[src/rtl/bram_stream_reader.sv]
// Burst reader: issues sequential BRAM reads and streams the returned words
// through a 2-entry skid FIFO with valid/ready handshaking.
`default_nettype none

module bram_stream_reader #(
  parameter int DW = 18,
  parameter int AW = 14
) (
  input  logic          clk,
  input  logic          rst,
  input  logic          start,
  input  logic [AW-1:0] base_addr,
  input  logic [AW:0]   length,
  output logic          busy,
  output logic          done,
  output logic [AW-1:0] rd_addr,
  input  logic [DW-1:0] rd_dout,
  output logic          m_valid,
  input  logic          m_ready,
  output logic [DW-1:0] m_data,
  output logic          m_last
);

  typedef enum logic [1:0] {IDLE, RUN, DRAIN} state_t;

  state_t        state, state_nxt;
  logic [AW:0]   rem;
  logic [AW-1:0] next_addr;
  logic [AW-1:0] addr_hold;
  logic          inflight;
  logic          inflight_last;
  logic [DW-1:0] fifo_data [2];
  logic [1:0]    fifo_last;
  logic          wr_ptr;
  logic          rd_ptr;
  logic [1:0]    count;
  logic          done_q;

  logic          pop;
  logic          push;
  logic          last_hs;
  logic          issue;
  logic          issue_last;
  logic          zero_start;
  logic [AW-1:0] issue_addr;
  logic [2:0]    pending;
  logic [2:0]    limit;

  assign m_valid = (count != 2'd0);
  assign m_data  = fifo_data[rd_ptr];
  assign m_last  = m_valid & fifo_last[rd_ptr];
  assign pop     = m_valid & m_ready;
  assign push    = inflight;
  assign last_hs = pop & m_last;
  assign busy    = (state != IDLE);
  assign done    = done_q;
  assign rd_addr = issue ? issue_addr : addr_hold;

  // Credit check: words buffered plus words returning must fit after this pop.
  assign pending = {1'b0, count} + {2'b00, inflight};
  assign limit   = 3'd2 + {2'b00, pop};

  always_comb begin
    state_nxt  = state;
    issue      = 1'b0;
    issue_last = 1'b0;
    issue_addr = next_addr;
    zero_start = 1'b0;
    unique case (state)
      IDLE: begin
        issue_addr = base_addr;
        if (start) begin
          if (length == '0) begin
            zero_start = 1'b1;
          end else begin
            issue      = 1'b1;
            issue_last = (length == (AW+1)'(1));
            state_nxt  = RUN;
          end
        end
      end
      RUN: begin
        if ((rem != '0) && (pending < limit)) begin
          issue      = 1'b1;
          issue_last = (rem == (AW+1)'(1));
        end
        if ((rem == '0) || issue_last) state_nxt = DRAIN;
      end
      DRAIN: begin
        if (last_hs) state_nxt = IDLE;
      end
      default: state_nxt = IDLE;
    endcase
  end

  always_ff @(posedge clk or posedge rst) begin
    if (rst) begin
      state         <= IDLE;
      done_q        <= 1'b0;
      rem           <= '0;
      next_addr     <= '0;
      addr_hold     <= '0;
      inflight      <= 1'b0;
      inflight_last <= 1'b0;
      fifo_data[0]  <= '0;
      fifo_data[1]  <= '0;
      fifo_last     <= '0;
      wr_ptr        <= 1'b0;
      rd_ptr        <= 1'b0;
      count         <= '0;
    end else begin
      state         <= state_nxt;
      done_q        <= zero_start | ((state == DRAIN) & last_hs);
      inflight      <= issue;
      inflight_last <= issue_last;
      if (issue) begin
        addr_hold <= issue_addr;
        next_addr <= issue_addr + AW'(1);
        rem       <= ((state == IDLE) ? length : rem) - (AW+1)'(1);
      end
      if (push) begin
        fifo_data[wr_ptr] <= rd_dout;
        fifo_last[wr_ptr] <= inflight_last;
        wr_ptr            <= ~wr_ptr;
      end
      if (pop) rd_ptr <= ~rd_ptr;
      case ({push, pop})
        2'b10:   count <= count + 2'd1;
        2'b01:   count <= count - 2'd1;
        default: count <= count;
      endcase
    end
  end

endmodule

`default_nettype wire

[config.mk]
export PLATFORM = sky130hd
export DESIGN_NAME = bram_stream_reader
export DESIGN_NICKNAME = d
export VERILOG_FILES = /design/src/rtl/bram_stream_reader.sv
export SDC_FILE = /design/constraint.sdc
export NUM_CORES = 1
export LEC_CHECK = 0
export CORE_ASPECT_RATIO = 1.75
export CORE_MARGIN = 1.5
export CORE_UTILIZATION = 55
export CTS_CLUSTER_SIZE = 24
export DETAILED_ROUTE_END_ITERATION = 8
export PLACE_DENSITY = 0.93
export SLEW_MARGIN = 20
export SYNTH_ARGS = -nofsm -noshare
export SYNTH_HDL_FRONTEND = slang
export SYNTH_SLANG_ARGS = --single-unit
[constraint.sdc]
create_clock -name clk -period 6.54 [get_ports clk]
set_clock_uncertainty 0.2 [all_clocks]
set_input_delay 1.308 -clock clk [delete_from_list [all_inputs] [get_ports clk]]
set_output_delay 1.308 -clock clk [all_outputs]
set_load 0.01 [all_outputs]
* Yosys cells after proc, flatten, opt, wreduce, memory -nomap -nowiden
Index checks and enable logic that the tools add are counted.
** Operators by class
- Reduce and logical (&&, ||, !) cells :: 12
- Order comparisons :: 7
- Bitwise logic cells :: 9
- $add $sub $neg :: 6
- Mux-type cells :: 32
- Equality and inequality tests :: 10
** Operators by type and width (number)
- 18-bit two-way mux :: 4
- 36-bit bitwise mux :: 1
- 15-bit by 1-bit equality test with 1-bit output (second input constant) :: 2
- 15-bit logical NOT :: 2
- 14-bit two-way mux :: 2
- 18-bit demux with 1-bit select :: 1
- 15-bit two-way mux :: 1
- 15-bit nonzero test :: 1
- 15-bit by 1-bit subtractor with 15-bit output (second input constant) :: 1
- 14-bit by 1-bit adder with 14-bit output (second input constant) :: 1
- 1-bit two-way mux :: 13
- 2-bit two-way mux :: 4
- 2-bit != test (second input constant) :: 4
- 2-bit one-hot mux with 3 select lines :: 1
- 2-bit nonzero test :: 3
- 1-bit AND :: 4
- 2-bit by 1-bit equality test with 1-bit output (second input constant) :: 2
- 2-bit equality test (second input constant) :: 2
- 2-bit >= comparator (second input constant) :: 2
- 1-bit by 2-bit < comparator with 1-bit output (second input constant) :: 2
- 1-bit NOT with 2-bit output :: 2
- 1-bit one-hot mux with 2 select lines :: 2
- 2-bit one-hot mux with 2 select lines :: 1
- 4-bit AND reduction :: 1
- 14 further kinds :: 17
** Word-level totals
- Output and inout bits :: 36
- Flip-flop bits (word level) :: 90
- Input port bits :: 51

* Logic depth before layout (Yosys ltp)
Gate-level depths: netlist of run 1.
- Depth in word-level cells :: 10
- Mapped depth :: 15

* Worst setup path after synthesis of run 1
Ideal clock, no wire load.
- Path kind :: input to output
- Start :: input port length[7]
- End :: output port rd_addr[10]
- Slack :: 2.209 ns
- Stages :: 7
- Data arrival time :: 2.823 ns
- Cell sequence :: nor4_1 > nand4_1 > a32oi_1 > inv_1 > buf_2 > buf_1 > a31oi_1
** Between the ends
- Longest elaborated chain between the ends :: 5
** Ends and longest elaborated chain
- from (decl) :: line 13 : input logic [AW:0] length,
- 15-bit logical NOT :: line 73 : if (length == '0) begin
- 1-bit two-way mux :: line 73
- 1-bit two-way mux :: line 72 : if (start) begin
- 1-bit one-hot mux with 2 select lines :: line 69 : unique case (state)
- 14-bit two-way mux
- to (decl) :: line 16 : output logic [AW-1:0] rd_addr,
Every way passes these cells.

* Worst setup path after layout of run 1
- Start :: input port length[8]
- End :: output port rd_addr[0]
Same word-level chain as after synthesis.

==> results.toml, run 1 <==
[outcome]
status = "finished clean"

[yosys]
synth_common_cells = "dfrtp_1 (90), mux2_2 (63), nor2_1 (55)"
ys_types = 66
yosysMostFrequentCell = "dfrtp_1"
syn-num-nets = 595
syn_inst = 539
ys_top_cells_by_area = "dfrtp_1 (43%), mux2_2 (14%), nor2_1 (4.0%)"
syn_area_per_cell_um2 = 9.67
synth_top_area_share_pct = 43.2
ys_ff_latch = 90
ys_seq_area_share_pct = 43.2
ys.flop_type = "dfrtp_1"
async_flop_share_pct = 100
yosysTopAreaCell = "dfrtp_1"
yosys_warnings = 0
synth_area_um2 = 5210
synth-edff-count = 0

[global_route]
use_met3_pct = 3.32
grt_pass1_wl_um = 21900
grt.met2_usage_pct = 47.6
grt_overflow_total = 0
antenna_found_initial = 0
grt_pass1_vias = 4670
grt_max_degree = 58
met1_usage_pct = 30.5
top_usage_layer = "met2"
grt_use_total_pct = 26.7

[cts]
clockBufferDepth = 2
h-tree-depth = 3
clk_pin_slew_ns = 0.06
cts_hold_buf = 0
cts_resized = 0
cts-root-buf = "clkbuf_16"
cts_buffers = 9
post_cts_buffers = 0
cts_tree = "done"
clock_latency_ns = 0.33
cts.sinks = 90

[route]
remaining_drc_errors = 0
wl_um = 13000
wl_per_cell_um = 17.6
routed_via_density = 6.30
drt_first_iter_violations = 280
via_count = 4658
drt.antenna.violating_nets = 0
detail_route.first_pass.iterations = 7

[die]
die_h_um = 132
rows = 46
start_util_pct = 57.0
dieArea_um2 = 10100
dieWidth_um = 76.6
core-area_um2 = 9150
pin_count = 87

[critical_path]
reg2reg_depth = 11
worst_r2r_startpoint = "state[0]"
cp_max_fo = 40
crit_required_ns = 5.03
startpoint = "length[8]"
crit_type = "input pin to output pin"
arrival_ns = 4.67
r2r-end = "next_addr[10]"
cp-end-kind = "output pin"
startpoint_type = "input pin"
reg2reg_slack_ns = 2.06

[sta]
min_period_ns = 6.18
tightest_slew_ns = 1.04
period_share_pct = 94.4
setup_tns_ns = 0
slew_headroom_pct = 30.1
finalSetupViolations = 0
rsz0062_at_grt = "false"
hold_viol = 0
report.final.slew_viol_count = 0
timing.fmax_mhz = 162

[place]
place_hpwl_um = 9040
numPortBuffers = 86
dp.cells = 722
place_congestion = 0.901

[final_layout]
drive_gt1_share_pct = 16.3
nFillCells = 661
fin_nets = 670
syn_to_final_growth_pct = 23.3
insertedDiodeCount = 0
final_cells = 739
final_util_pct = 70.2

[pwr]
p_leak_uw = 0.00253
power_density_nw_per_um2 = 497
peakVddDrop_v = 0.000319

[worst_hold_path]
hp-start = "next_addr[0]"
hold_path.class = "flip-flop to flip-flop"
min_to = "next_addr[0]"
holdPathStages = 2

[run]
max_cap_violations = 0
how the worst max path moves through the flow:
stage,endpoint,slack [ns],depth (start not counted)
after floorplan,rd_addr[10],2.21,7
after global placement,rd_addr[0],0.88,8
after detailed placement,rd_addr[4],0.71,8
after CTS,rd_addr[4],0.70,8
after global routing,rd_addr[2],0.09,7
final,rd_addr[0],0.36,8
power breakdown:
part           internal, µW  leakage (µW)  switching, µW  total, µW
Combinational           844       0.00135            827       1670
Sequential              824       0.00105            221       1050
Clock                   260      0.000127            216        476
Total                  1930       0.00253           1260       3190
flip-flops by register name (all words and copies together) (netlist names):
signal	cells
next_addr	14
rem	15
done	1
state	2
count	2
wr_ptr	1
inflight	1
fifo_data	36
rd_ptr	1
addr_hold	14
inflight_last	1
fifo_last	2
per-layer routing:
| metal | share of wire, % | routed length [µm] | vias up |
|---|---|---|---|
| li1 | - | - | 2144 |
| met1 | 38 | 4980 | 2256 |
| met2 | 54 | 6970 | 211 |
| met3 | 4.3 | 562 | 47 |
| met4 | 3.7 | 486 | 0 |
| met5 | 0 | 0 | - |
critical path: stages:
cell and delay [ns]:
clkdlybuf4s50_1 0.48, nor4_1 0.46, nand4_1 0.23, a32oi_2 0.24, clkinv_1 0.84, nand3_1 0.35
o21a_1 0.18, clkdlybuf4s50_1 0.56
logic make-up after synthesis:
logic type                 count (synthesis)  synth area share, %
and+or+nand+nor                          197                 19.5
AOI/OAI and AO/OA                        121                 14.6
DFF                                       90                 43.2
muxes                                     82                 17.3
buffers and inverters                     38                 3.10
xor gates and xnor gates                   6                 1.01
adders and majority gates                  5                 1.20
cell type report:
cell class | count | area (µm²) | share of cell area, %
inverter | 9 | 35.0 | 0.545
clock inverter | 5 | 37.5 | 0.584
timing repair buffer | 93 | 911 | 14.2
clock buffer | 11 | 233 | 3.62
multi-input combinational | 411 | 2810 | 43.7
sequential | 90 | 2250 | 35.1
tap | 120 | 150 | 2.34
stage by stage:
stage	hold slack, ns	setup slack (ns)	cell area [µm²]	total power [µW]
2_1_floorplan	0.243	2.21	5210	2040
3_3_place_gp	0.257	0.878	6150	2620
3_5_place_dp	0.269	0.706	6150	2710
4_1_cts	0.289	0.704	6420	3200
5_1_grt	0.303	0.0945	6420	3400
6_report	0.287	0.365	6420	3190
placed cells by master, fill, tap and decap left out, types with 3 or more instances in the layout:
cell type and count:
clkbuf_16 9, nand3_1 9, inv_1 6, o21ai_0 25
nor3_1 9, nand2b_1 4, a31oi_1 14, a211oi_1 4
and2_1 8, nor3b_1 8, mux2i_1 17, clkdlybuf4s50_1 86
or3_1 7, nand4bb_1 3, a22oi_1 3, nand4_1 9
nand4b_1 3, o211ai_1 11, mux2_2 63, xnor2_1 4
ha_1 5, buf_4 6, nor2_2 3, nor4_1 10
nand2_1 52, o21ai_1 4, nor2_1 55, dfrtp_1 90
a21oi_1 36
Power figures use the tool's default switching activity.
==> run 2, diff against run 1 <==
--- a/config.mk
+++ b/config.mk
@@ -6,7 +6,6 @@
 export NUM_CORES = 1
 export LEC_CHECK = 0
 export CORE_ASPECT_RATIO = 1.75
-export CORE_MARGIN = 1.5
 export CORE_UTILIZATION = 55
 export CTS_CLUSTER_SIZE = 24
 export DETAILED_ROUTE_END_ITERATION = 8
==> results.toml, run 2 (synthesis gave the netlist of run 1 again) <==
[outcome]
status = "finished clean"

[place]
dpl-instance-area_um2 = 6160
place_congestion = 0.940
place_hpwl_um = 9150
numPortBuffers = 86

[cts]
cts_hold_buf = 0
cts_tree = "done"
cts_buffers = 9
clk_pin_slew_ns = 0.06
post_cts_buffers = 0
cts-root-buf = "clkbuf_16"
clock_latency_ns = 0.34
h-tree-depth = 3
clockBufferDepth = 2
cts_resized = 0
cts.sinks = 90

[global_route]
grt_max_degree = 58
grt_pass1_vias = 4668
antenna_found_initial = 0
grt_use_total_pct = 28.0
grt_overflow_total = 0
grt_pass1_wl_um = 20900

[sta]
period_share_pct = 85.9
min_period_ns = 5.61
slew_headroom_pct = 29.6
setup_tns_ns = 0
finalSetupViolations = 0
rsz0062_at_grt = "false"
report.final.slew_viol_count = 0
hold_viol = 0
tightest_slew_ns = 1.06
timing.fmax_mhz = 178

[pwr]
power_density_nw_per_um2 = 501
peakVddDrop_v = 0.000285
p_leak_uw = 0.00255

[route]
drt.antenna.violating_nets = 0
detail_route.first_pass.iterations = 5
drt_first_iter_violations = 307
wl_per_cell_um = 17.6
via_count = 4543
wl_um = 13000
remaining_drc_errors = 0
routed_via_density = 6.14

[final_layout]
syn_to_final_growth_pct = 23.9
stdcell_area_um2 = 6460
largest_reg_flops = 36
layout_commonest_cell = "dfrtp_1"
reg.largest.list = "fifo_data (36), rem (15)"
regMostFlops = "fifo_data"
fin_nets = 671
insertedDiodeCount = 0
mostFrequentLayoutCells = "dfrtp_1 (90), clkdlybuf4s50_1 (86), mux2_2 (63)"
nFillCells = 640
drive_gt1_share_pct = 16.6

[die]
dieWidth_um = 75.6
rows = 46
dieArea_um2 = 9890
core-area_um2 = 9150
pin_count = 87
die_h_um = 131
start_util_pct = 57.0

[critical_path]
cp-end-kind = "output pin"
reg2reg_slack_ns = 2.70
arrival_ns = 4.11
crit_required_ns = 5.03
r2r-end = "rem[12]"
cp_max_fo = 30
crit_type = "input pin to output pin"
worst_r2r_startpoint = "state[0]"
startpoint_type = "input pin"
reg2reg_depth = 9

[worst_hold_path]
hold_path.class = "flip-flop to flip-flop"
holdPathStages = 2
min_to = "next_addr[0]"
hp-start = "next_addr[0]"

[run]
max_cap_violations = 0
[run 2: cell types whose count changed in the layout (fill, tap and decap cells not counted), sizes merged]
| cell | before | now |
|---|---|---|
| buf | 6 | 8 |
| bufinv | 0 | 1 |
| clkbuf | 12 | 10 |
| clkinv | 3 | 2 |
| clkinvlp | 2 | 3 |
[run 2: layout make-up]
class | instances | area (µm²) | area share [%]
clock inverter | 6 | 66.3 | 1.03
inverter | 9 | 35.0 | 0.542
tap | 120 | 150 | 2.32
multi-input combinational | 411 | 2810 | 43.4
sequential | 90 | 2250 | 34.9
timing repair buffer | 94 | 921 | 14.3
clock buffer | 10 | 229 | 3.54
[run 2: how the worst max path moves through the flow]
stage	startpoint	endpoint	slack, ns	cells past startpoint
floorplan	length[7]	rd_addr[10]	2.21	7
global placement	length[8]	rd_addr[0]	1.07	8
detailed placement	length[8]	rd_addr[0]	0.93	8
CTS	length[8]	rd_addr[0]	0.93	8
global route	m_ready	rd_addr[2]	0.64	8
finish	length[8]	rd_addr[0]	0.93	8
[run 2: per-stage QoR]
step	cells	util, %	hold slack [ns]	power, µW	setup WS, ns
finish	740	70.6	0.279	3230	0.925
global route	740	70.6	0.293	3470	0.641
global placement	724	67.4	0.260	2630	1.07
detailed placement	724	67.4	0.261	2720	0.932
floorplan	539	-	0.243	2040	2.21
CTS	740	70.6	0.282	3250	0.934
[run 2: critical path, stage by stage]
cell             delay (ns)
clkdlybuf4s50_1        0.49
nor4_1                 0.44
nand4_1                0.26
a32oi_2                0.25
inv_1                  0.41
nand3_1                0.22
o21a_1                 0.16
clkdlybuf4s50_1        0.56
[run 2: per-layer routing]
| layer | track usage (%) | part of all wire [%] | up-vias |
|---|---|---|---|
| li1 | - | - | 2128 |
| met3 | 5.67 | 5.0 | 59 |
| met5 | 0 | 0 | - |
| met4 | 18.5 | 4.8 | 0 |
| met1 | 29.5 | 38 | 2154 |
| met2 | 48.8 | 52 | 202 |
[run 2: where the power goes]
part / internal, µW / switching [µW]
clock: 297 / 216
sequential: 824 / 213
combinational: 852 / 832
total: 1970 / 1260
